File: src/rtl/gap_pulse_sort_pkg.sv
// Shared class codes, FSM encoding and default thresholds for the gap pulse classifier.
// Pure declarations: no latency, no flow control.
package gap_pulse_sort_pkg;

    typedef enum logic [1:0] {
        CLS_OPEN   = 2'd0,
        CLS_NORMAL = 2'd1,
        CLS_ARC    = 2'd2,
        CLS_SHORT  = 2'd3
    } pulse_cls_t;

    typedef enum logic [1:0] {
        ST_IDLE    = 2'd0,
        ST_WAIT_BD = 2'd1,
        ST_BURN    = 2'd2,
        ST_REPORT  = 2'd3
    } gps_state_t;

    localparam logic [11:0] BD_CUR_DEF        = 12'd300;
    localparam logic [11:0] SHORT_VOL_DEF     = 12'd150;
    localparam logic [15:0] ARC_DELAY_DEF     = 16'd10;
    localparam logic [7:0]  SHORT_ALARM_N_DEF = 8'd8;

    // A burn is SHORT when more than half of its samples saw low gap voltage.
    function automatic logic is_short(input logic [15:0] short_cnt, input logic [15:0] burn_cnt);
        logic [16:0] twice;
        twice = {short_cnt, 1'b0};
        return twice > {1'b0, burn_cnt};
    endfunction

endpackage

File: src/rtl/sat_counter.sv
// Saturating up-counter; clr restarts it at 0, or at 1 when inc is also high.
// One-cycle update latency; no backpressure.
module sat_counter #(
    parameter int W = 16
) (
    input  logic         clk,
    input  logic         rst,
    input  logic         clr,
    input  logic         inc,
    output logic [W-1:0] q
);

    localparam logic [W-1:0] ONE = W'(1);
    localparam logic [W-1:0] MAX = {W{1'b1}};

    always_ff @(posedge clk) begin
        if (rst) begin
            q <= '0;
        end else if (clr) begin
            q <= inc ? ONE : '0;
        end else if (inc && (q != MAX)) begin
            q <= q + ONE;
        end
    end

endmodule

File: src/rtl/gap_pulse_sort.sv
// Classifies each discharge window as OPEN/NORMAL/ARC/SHORT; class_valid 2 edges after pulse_win falls.
// No backpressure (strobes only); per-class statistics built when GAP_PULSE_SORT_STAT_EN is defined.
module gap_pulse_sort
    import gap_pulse_sort_pkg::*;
#(
    parameter logic [11:0] BD_CUR        = BD_CUR_DEF,
    parameter logic [11:0] SHORT_VOL     = SHORT_VOL_DEF,
    parameter logic [15:0] ARC_DELAY     = ARC_DELAY_DEF,
    parameter logic [7:0]  SHORT_ALARM_N = SHORT_ALARM_N_DEF
) (
    input  logic        clk,
    input  logic        rst,
    input  logic        pulse_win,
    input  logic [11:0] ad_ch1,
    input  logic [11:0] ad_ch2,
    input  logic        stat_clr,
    output logic [1:0]  pulse_class,
    output logic        class_valid,
    output logic        pro1_short_flag,
    output logic [15:0] bd_delay,
    output logic        short_alarm,
    output logic [15:0] cnt_open,
    output logic [15:0] cnt_normal,
    output logic [15:0] cnt_arc,
    output logic [15:0] cnt_short
);

    gps_state_t  state_q, state_d;
    pulse_cls_t  cls_q, cls_d;
    logic [15:0] dly_cnt, burn_cnt, short_cnt, delay_q;
    logic [7:0]  run_cnt;
    logic        dly_clr, dly_inc, burn_clr, burn_inc, sht_clr, sht_inc;
    logic        ld_delay, ld_cls, bd_hit, v_low, report, run_inc, run_clr;

    assign bd_hit = (ad_ch1 >= BD_CUR);
    assign v_low  = (ad_ch2 < SHORT_VOL);
    assign report = (state_q == ST_REPORT);

    always_ff @(posedge clk) begin
        if (rst) begin
            state_q <= ST_IDLE;
        end else begin
            state_q <= state_d;
        end
    end

    always_comb begin
        state_d  = state_q;
        cls_d    = CLS_OPEN;
        dly_clr  = 1'b0;
        dly_inc  = 1'b0;
        burn_clr = 1'b0;
        burn_inc = 1'b0;
        sht_clr  = 1'b0;
        sht_inc  = 1'b0;
        ld_delay = 1'b0;
        ld_cls   = 1'b0;
        case (state_q)
            ST_IDLE: begin
                if (pulse_win) begin
                    state_d = ST_WAIT_BD;
                    dly_clr = 1'b1;
                    dly_inc = 1'b1;
                end
            end
            ST_WAIT_BD: begin
                // Window loss wins over a breakdown seen in the same cycle.
                if (!pulse_win) begin
                    state_d = ST_REPORT;
                    ld_cls  = 1'b1;
                    cls_d   = CLS_OPEN;
                end else if (bd_hit) begin
                    state_d  = ST_BURN;
                    ld_delay = 1'b1;
                    burn_clr = 1'b1;
                    burn_inc = 1'b1;
                    sht_clr  = 1'b1;
                    sht_inc  = v_low;
                end else begin
                    dly_inc = 1'b1;
                end
            end
            ST_BURN: begin
                if (pulse_win) begin
                    burn_inc = 1'b1;
                    sht_inc  = v_low;
                end else begin
                    state_d = ST_REPORT;
                    ld_cls  = 1'b1;
                    if (is_short(short_cnt, burn_cnt)) begin
                        cls_d = CLS_SHORT;
                    end else if (delay_q < ARC_DELAY) begin
                        cls_d = CLS_ARC;
                    end else begin
                        cls_d = CLS_NORMAL;
                    end
                end
            end
            ST_REPORT: begin
                if (pulse_win) begin
                    state_d = ST_WAIT_BD;
                    dly_clr = 1'b1;
                    dly_inc = 1'b1;
                end else begin
                    state_d = ST_IDLE;
                end
            end
            default: state_d = ST_IDLE;
        endcase
    end

    sat_counter #(.W(16)) u_dly   (.clk(clk), .rst(rst), .clr(dly_clr),  .inc(dly_inc),  .q(dly_cnt));
    sat_counter #(.W(16)) u_burn  (.clk(clk), .rst(rst), .clr(burn_clr), .inc(burn_inc), .q(burn_cnt));
    sat_counter #(.W(16)) u_short (.clk(clk), .rst(rst), .clr(sht_clr),  .inc(sht_inc),  .q(short_cnt));

    always_ff @(posedge clk) begin
        if (rst) begin
            delay_q <= '0;
            cls_q   <= CLS_OPEN;
        end else begin
            if (ld_delay) begin
                delay_q <= dly_cnt;
            end else if (ld_cls && (cls_d == CLS_OPEN)) begin
                delay_q <= '0;
            end
            if (ld_cls) begin
                cls_q <= cls_d;
            end
        end
    end

    assign run_inc = report && (cls_q == CLS_SHORT);
    assign run_clr = report && (cls_q != CLS_SHORT);

    sat_counter #(.W(8)) u_run (.clk(clk), .rst(rst), .clr(run_clr), .inc(run_inc), .q(run_cnt));

    always_ff @(posedge clk) begin
        if (rst) begin
            pulse_class     <= CLS_OPEN;
            class_valid     <= 1'b0;
            pro1_short_flag <= 1'b0;
            bd_delay        <= '0;
            short_alarm     <= 1'b0;
        end else begin
            class_valid     <= report;
            pro1_short_flag <= report && (cls_q == CLS_SHORT);
            short_alarm     <= (run_cnt >= SHORT_ALARM_N);
            if (report) begin
                pulse_class <= cls_q;
                bd_delay    <= delay_q;
            end
        end
    end

`ifdef GAP_PULSE_SORT_STAT_EN
    // Counters sample the registered strobe; stat_clr masks a coincident increment.
    logic inc_open, inc_normal, inc_arc, inc_short;

    assign inc_open   = class_valid && !stat_clr && (pulse_class == CLS_OPEN);
    assign inc_normal = class_valid && !stat_clr && (pulse_class == CLS_NORMAL);
    assign inc_arc    = class_valid && !stat_clr && (pulse_class == CLS_ARC);
    assign inc_short  = class_valid && !stat_clr && (pulse_class == CLS_SHORT);

    sat_counter #(.W(16)) u_cnt_open   (.clk(clk), .rst(rst), .clr(stat_clr), .inc(inc_open),   .q(cnt_open));
    sat_counter #(.W(16)) u_cnt_normal (.clk(clk), .rst(rst), .clr(stat_clr), .inc(inc_normal), .q(cnt_normal));
    sat_counter #(.W(16)) u_cnt_arc    (.clk(clk), .rst(rst), .clr(stat_clr), .inc(inc_arc),    .q(cnt_arc));
    sat_counter #(.W(16)) u_cnt_short  (.clk(clk), .rst(rst), .clr(stat_clr), .inc(inc_short),  .q(cnt_short));
`else
    logic unused_stat_clr;

    assign unused_stat_clr = stat_clr;
    assign cnt_open        = '0;
    assign cnt_normal      = '0;
    assign cnt_arc         = '0;
    assign cnt_short       = '0;
`endif

endmodule
File: config.mk
export PLATFORM = sky130hd
export DESIGN_NAME = gap_pulse_sort
export DESIGN_NICKNAME = d
export VERILOG_FILES = /design/src/rtl/gap_pulse_sort_pkg.sv /design/src/rtl/sat_counter.sv /design/src/rtl/gap_pulse_sort.sv
export SDC_FILE = /design/constraint.sdc
export NUM_CORES = 1
export LEC_CHECK = 0
export BUFFER_PORTS_ARGS = -buffer_cell sky130_fd_sc_hd__buf_2
export CAP_MARGIN = 20
export CELL_PAD_IN_SITES_DETAIL_PLACEMENT = 1
export CELL_PAD_IN_SITES_GLOBAL_PLACEMENT = 2
export CORE_MARGIN = 1
export CORE_UTILIZATION = 33
export CTS_BUF_LIST = sky130_fd_sc_hd__clkbuf_4
export CTS_CLUSTER_SIZE = 8
export DETAILED_ROUTE_END_ITERATION = 8
export PLACE_DENSITY_LB_ADDON = 0.1
export SLEW_MARGIN = 5
export SYNTH_ARGS = -nofsm -noshare
export SYNTH_HDL_FRONTEND = slang
export SYNTH_SLANG_ARGS = --single-unit
export TNS_END_PERCENT = 20
File: constraint.sdc
create_clock -name clk -period 2.4 [get_ports clk]
set_clock_uncertainty 0.05 [all_clocks]
set_input_delay 0.24 -clock clk [delete_from_list [all_inputs] [get_ports clk]]
set_output_delay 0.24 -clock clk [all_outputs]
set_load 0.05 [all_outputs]
==> flow_summary.toml <==
[grt]
overflow = 0
grtUsageMet2 = 0.273
grtUsageMet1 = 0.245
antenna_found_initial = 2
grt_use_met3 = 0.0370
grt_use_total = 0.176
grt_pass1_vias = 4539
busiest_layer = "met2"
grt_pass1_wl_mm = 22.8
grt_max_degree = 45

[die]
fp.dieW_um = 129
die_area_mm2 = 0.0165
start_util = 0.342
rows = 45
die_h_um = 129
io_pins = 113
core_mm2 = 0.0154

[final_layout]
drive_gt1_frac = 0.174
regArea_mm2 = 0.00195
fill_cells = 1921
syn_to_final_growth_pct = 12.8
nets = 744
multi_input_area_mm2 = 0.00293
stdcell_count = 909

[worst_setup_path]
worstSetupEndpointType = "register"
cp.arrival_ps = 2680
critical_path.startpoint_type = "register"
path_class = "reg2reg"
worstPathMaxFanout = 4
crit_required_ps = 2800

[synthesis]
synth_async_sr_flop_share = 0
synthXorXnorAreaFrac = 0.0215
synth-compound-area-share = 0.165
synthAdderAreaFrac = 0.0592
yosysMostFrequentCell = "dfxtp_1"
synth_flop_cell = "dfxtp_1"
synth_seq_cells = 97
synth_top_area_share = 0.368
synth_top_area_cell = "dfxtp_1"
syn_area_per_cell_um2 = 8.56
synth_seq_area_share = 0.368
synth_top_family_by_area = "simple AND/OR/NAND/NOR gates"
synth_mux_area_frac = 0.0478
ys_warn_count = 0
synth_cells = 617
synth_edf_count = 0
synth_cell_types = 56
synthSimpleGateAreaFrac = 0.208
synth_area_leaders = "dfxtp_1, buf_4, ha_1, nor2_1, a21oi_1"
synthesis.area_mm2 = 0.00528
ys_top_cells_by_count = "dfxtp_1, nor2_1, buf_4"

[timing]
rsz0062_at_grt = "false"
finalMaxSlewViolations = 0
setup_violations = 0
max_freq_mhz = 439
slew_headroom = 0.552
hold_viol_final = 0
fin_crit_ps = 2280
worst_pin_slew_ps = 672
finalCritPeriodShare = 0.950
tns_ps = 0
fin_hold_ws_ps = 80.1

[detailed_routing]
detail-route-antenna-nets = 0
wl_mm = 14.0
drc = 0
drt_iter0_drc = 229
drtPass1Iterations = 4
vias = 4634
routedWlPerCell_um = 15.4
viasPerCell = 5.10

[place]
io_buffers = 44
gp_congestion = 0.753
dp_hpwl_mm = 10.4
placedCellCount = 886

[run_status]
status = "finished clean"

[clocking]
cts_tree = "done"
cts_buffer_depth = 2
cts.reportedPaths.clkPinSlew_ps = 180
cts.sinks = 97
htree_levels = 3
clkLatencyLatePin_ps = 500
cts-root-buf = "clkbuf_4"
cts_buffers = 9

[min_path]
hold_class = "in2reg"

[power_and_ir_drop]
seq_power_share = 0.438
swShare = 0.384
pwr-share-clk = 0.255
p_int_mw = 2.41
power.leakage_nw = 2.32
netSwitchingPower_mw = 1.50
p_comb_frac = 0.307
max-vdd-ir-drop_mv = 0.308
p_per_area_mw_per_mm2 = 656

[flow_run]
maxCapViolations = 0
-- state kept, by name (all words and copies together), names as in the netlist, 2 cells and up --
name,cells
bd_delay,16
cls_q,2
delay_q,16
pulse_class,2
state_q,2
u_burn.q,16
u_dly.q,16
u_run.q,8
u_short.q,16
-- cell type report --
type,instances,share of cell area
Antenna cell,2,0.000839
Clock buffer,9,0.0113
Clock inverter,7,0.0141
Inverter,30,0.0189
Multi-Input combinational cell,470,0.491
Sequential cell,97,0.327
Tap cell,211,0.0443
Timing Repair Buffer,83,0.0928
-- worst paths after layout --
kind | from | endpoint | slack, ps | cells after the start
worst max-delay path | state_q[0] | u_dly.q[15] | 120 | 7
worst min-delay path | ad_ch2[7] | u_short.q[0] | 80 | 4
worst max register to register | state_q[0] | u_dly.q[15] | 120 | 7
worst min register to register | u_burn.q[14] | u_burn.q[14] | 430 | 1
-- metal layers --
| metal | vias to the layer above | wire (um) |
|---|---|---|
| met5 | - | 0 |
| met2 | 122 | 6150 |
| met3 | 12 | 638 |
| met1 | 2238 | 7090 |
| li1 | 2262 | - |
| met4 | 0 | 147 |
-- power groups by stage --
| stage | sequential (mW) | clock (mW) | combinational [mW] |
|---|---|---|---|
| final | 1.71 | 0.997 | 1.20 |
| after global placement | 1.74 | 0 | 1.08 |
| after floorplan | 1.74 | 0 | 0.891 |
| after global routing | 1.72 | 1.10 | 1.30 |
| after detailed placement | 1.74 | 0 | 1.11 |
| after CTS | 1.71 | 1.04 | 1.12 |
-- worst max-delay path: stages (launching register included) --
cell and delay (ps):
dfxtp_2 390, inv_1 90, ha_1 220, nand2b_2 190, or4_4 550, a211oi_4 220
or3b_1 370, a21oi_1 140
-- kinds of logic (layout without fill, tap and decap cells) --
group,count (synthesis),after routing
buffers and inverters,113,129
AND/OR/NAND/NOR,208,208
flip-flops,97,97
adder cells (fa/ha/maj),25,25
XOR/XNOR,13,13
other,1,66
multiplexers,25,25
AO/OA/AOI/OAI,135,135
-- timing repair --
action	4_1_cts	5_1_grt
setup buffers	0	3
gates resized for setup	1	11
pin swaps	0	5
hold buffers	1	0
hold endpoints to repair	2	0
setup endpoints to repair	1	20
-- through the flow --
stage          power, mW  cell area [um2]  worst slack [ps]   util
2_1_floorplan       2.63             5520               137      -
3_3_place_gp        2.82             5720              58.2  0.371
3_5_place_dp        2.86             5720              27.3  0.371
4_1_cts             3.87             5880              1.91  0.381
5_1_grt             4.12             5960              25.5  0.386
6_report            3.91             5960               121  0.386
-- cells in the final DEF (no fill, tap or decap), types with 5 or more instances in the layout --
master,instances
a211oi_1,5
a21oi_1,47
a22oi_1,16
a31oi_1,7
and3_1,8
and4_1,6
buf_2,44
buf_4,35
clkbuf_4,9
conb_1,64
dfxtp_1,92
dfxtp_2,5
ha_1,23
inv_1,30
mux2i_1,23
nand2_1,28
nand3_1,22
nand4_1,15
nor2_1,66
nor3_1,8
nor4_1,11
o21ai_0,20
o31ai_1,16
or3_1,12
or4_1,15
xnor2_1,11
Power figures use the tool's default switching activity.
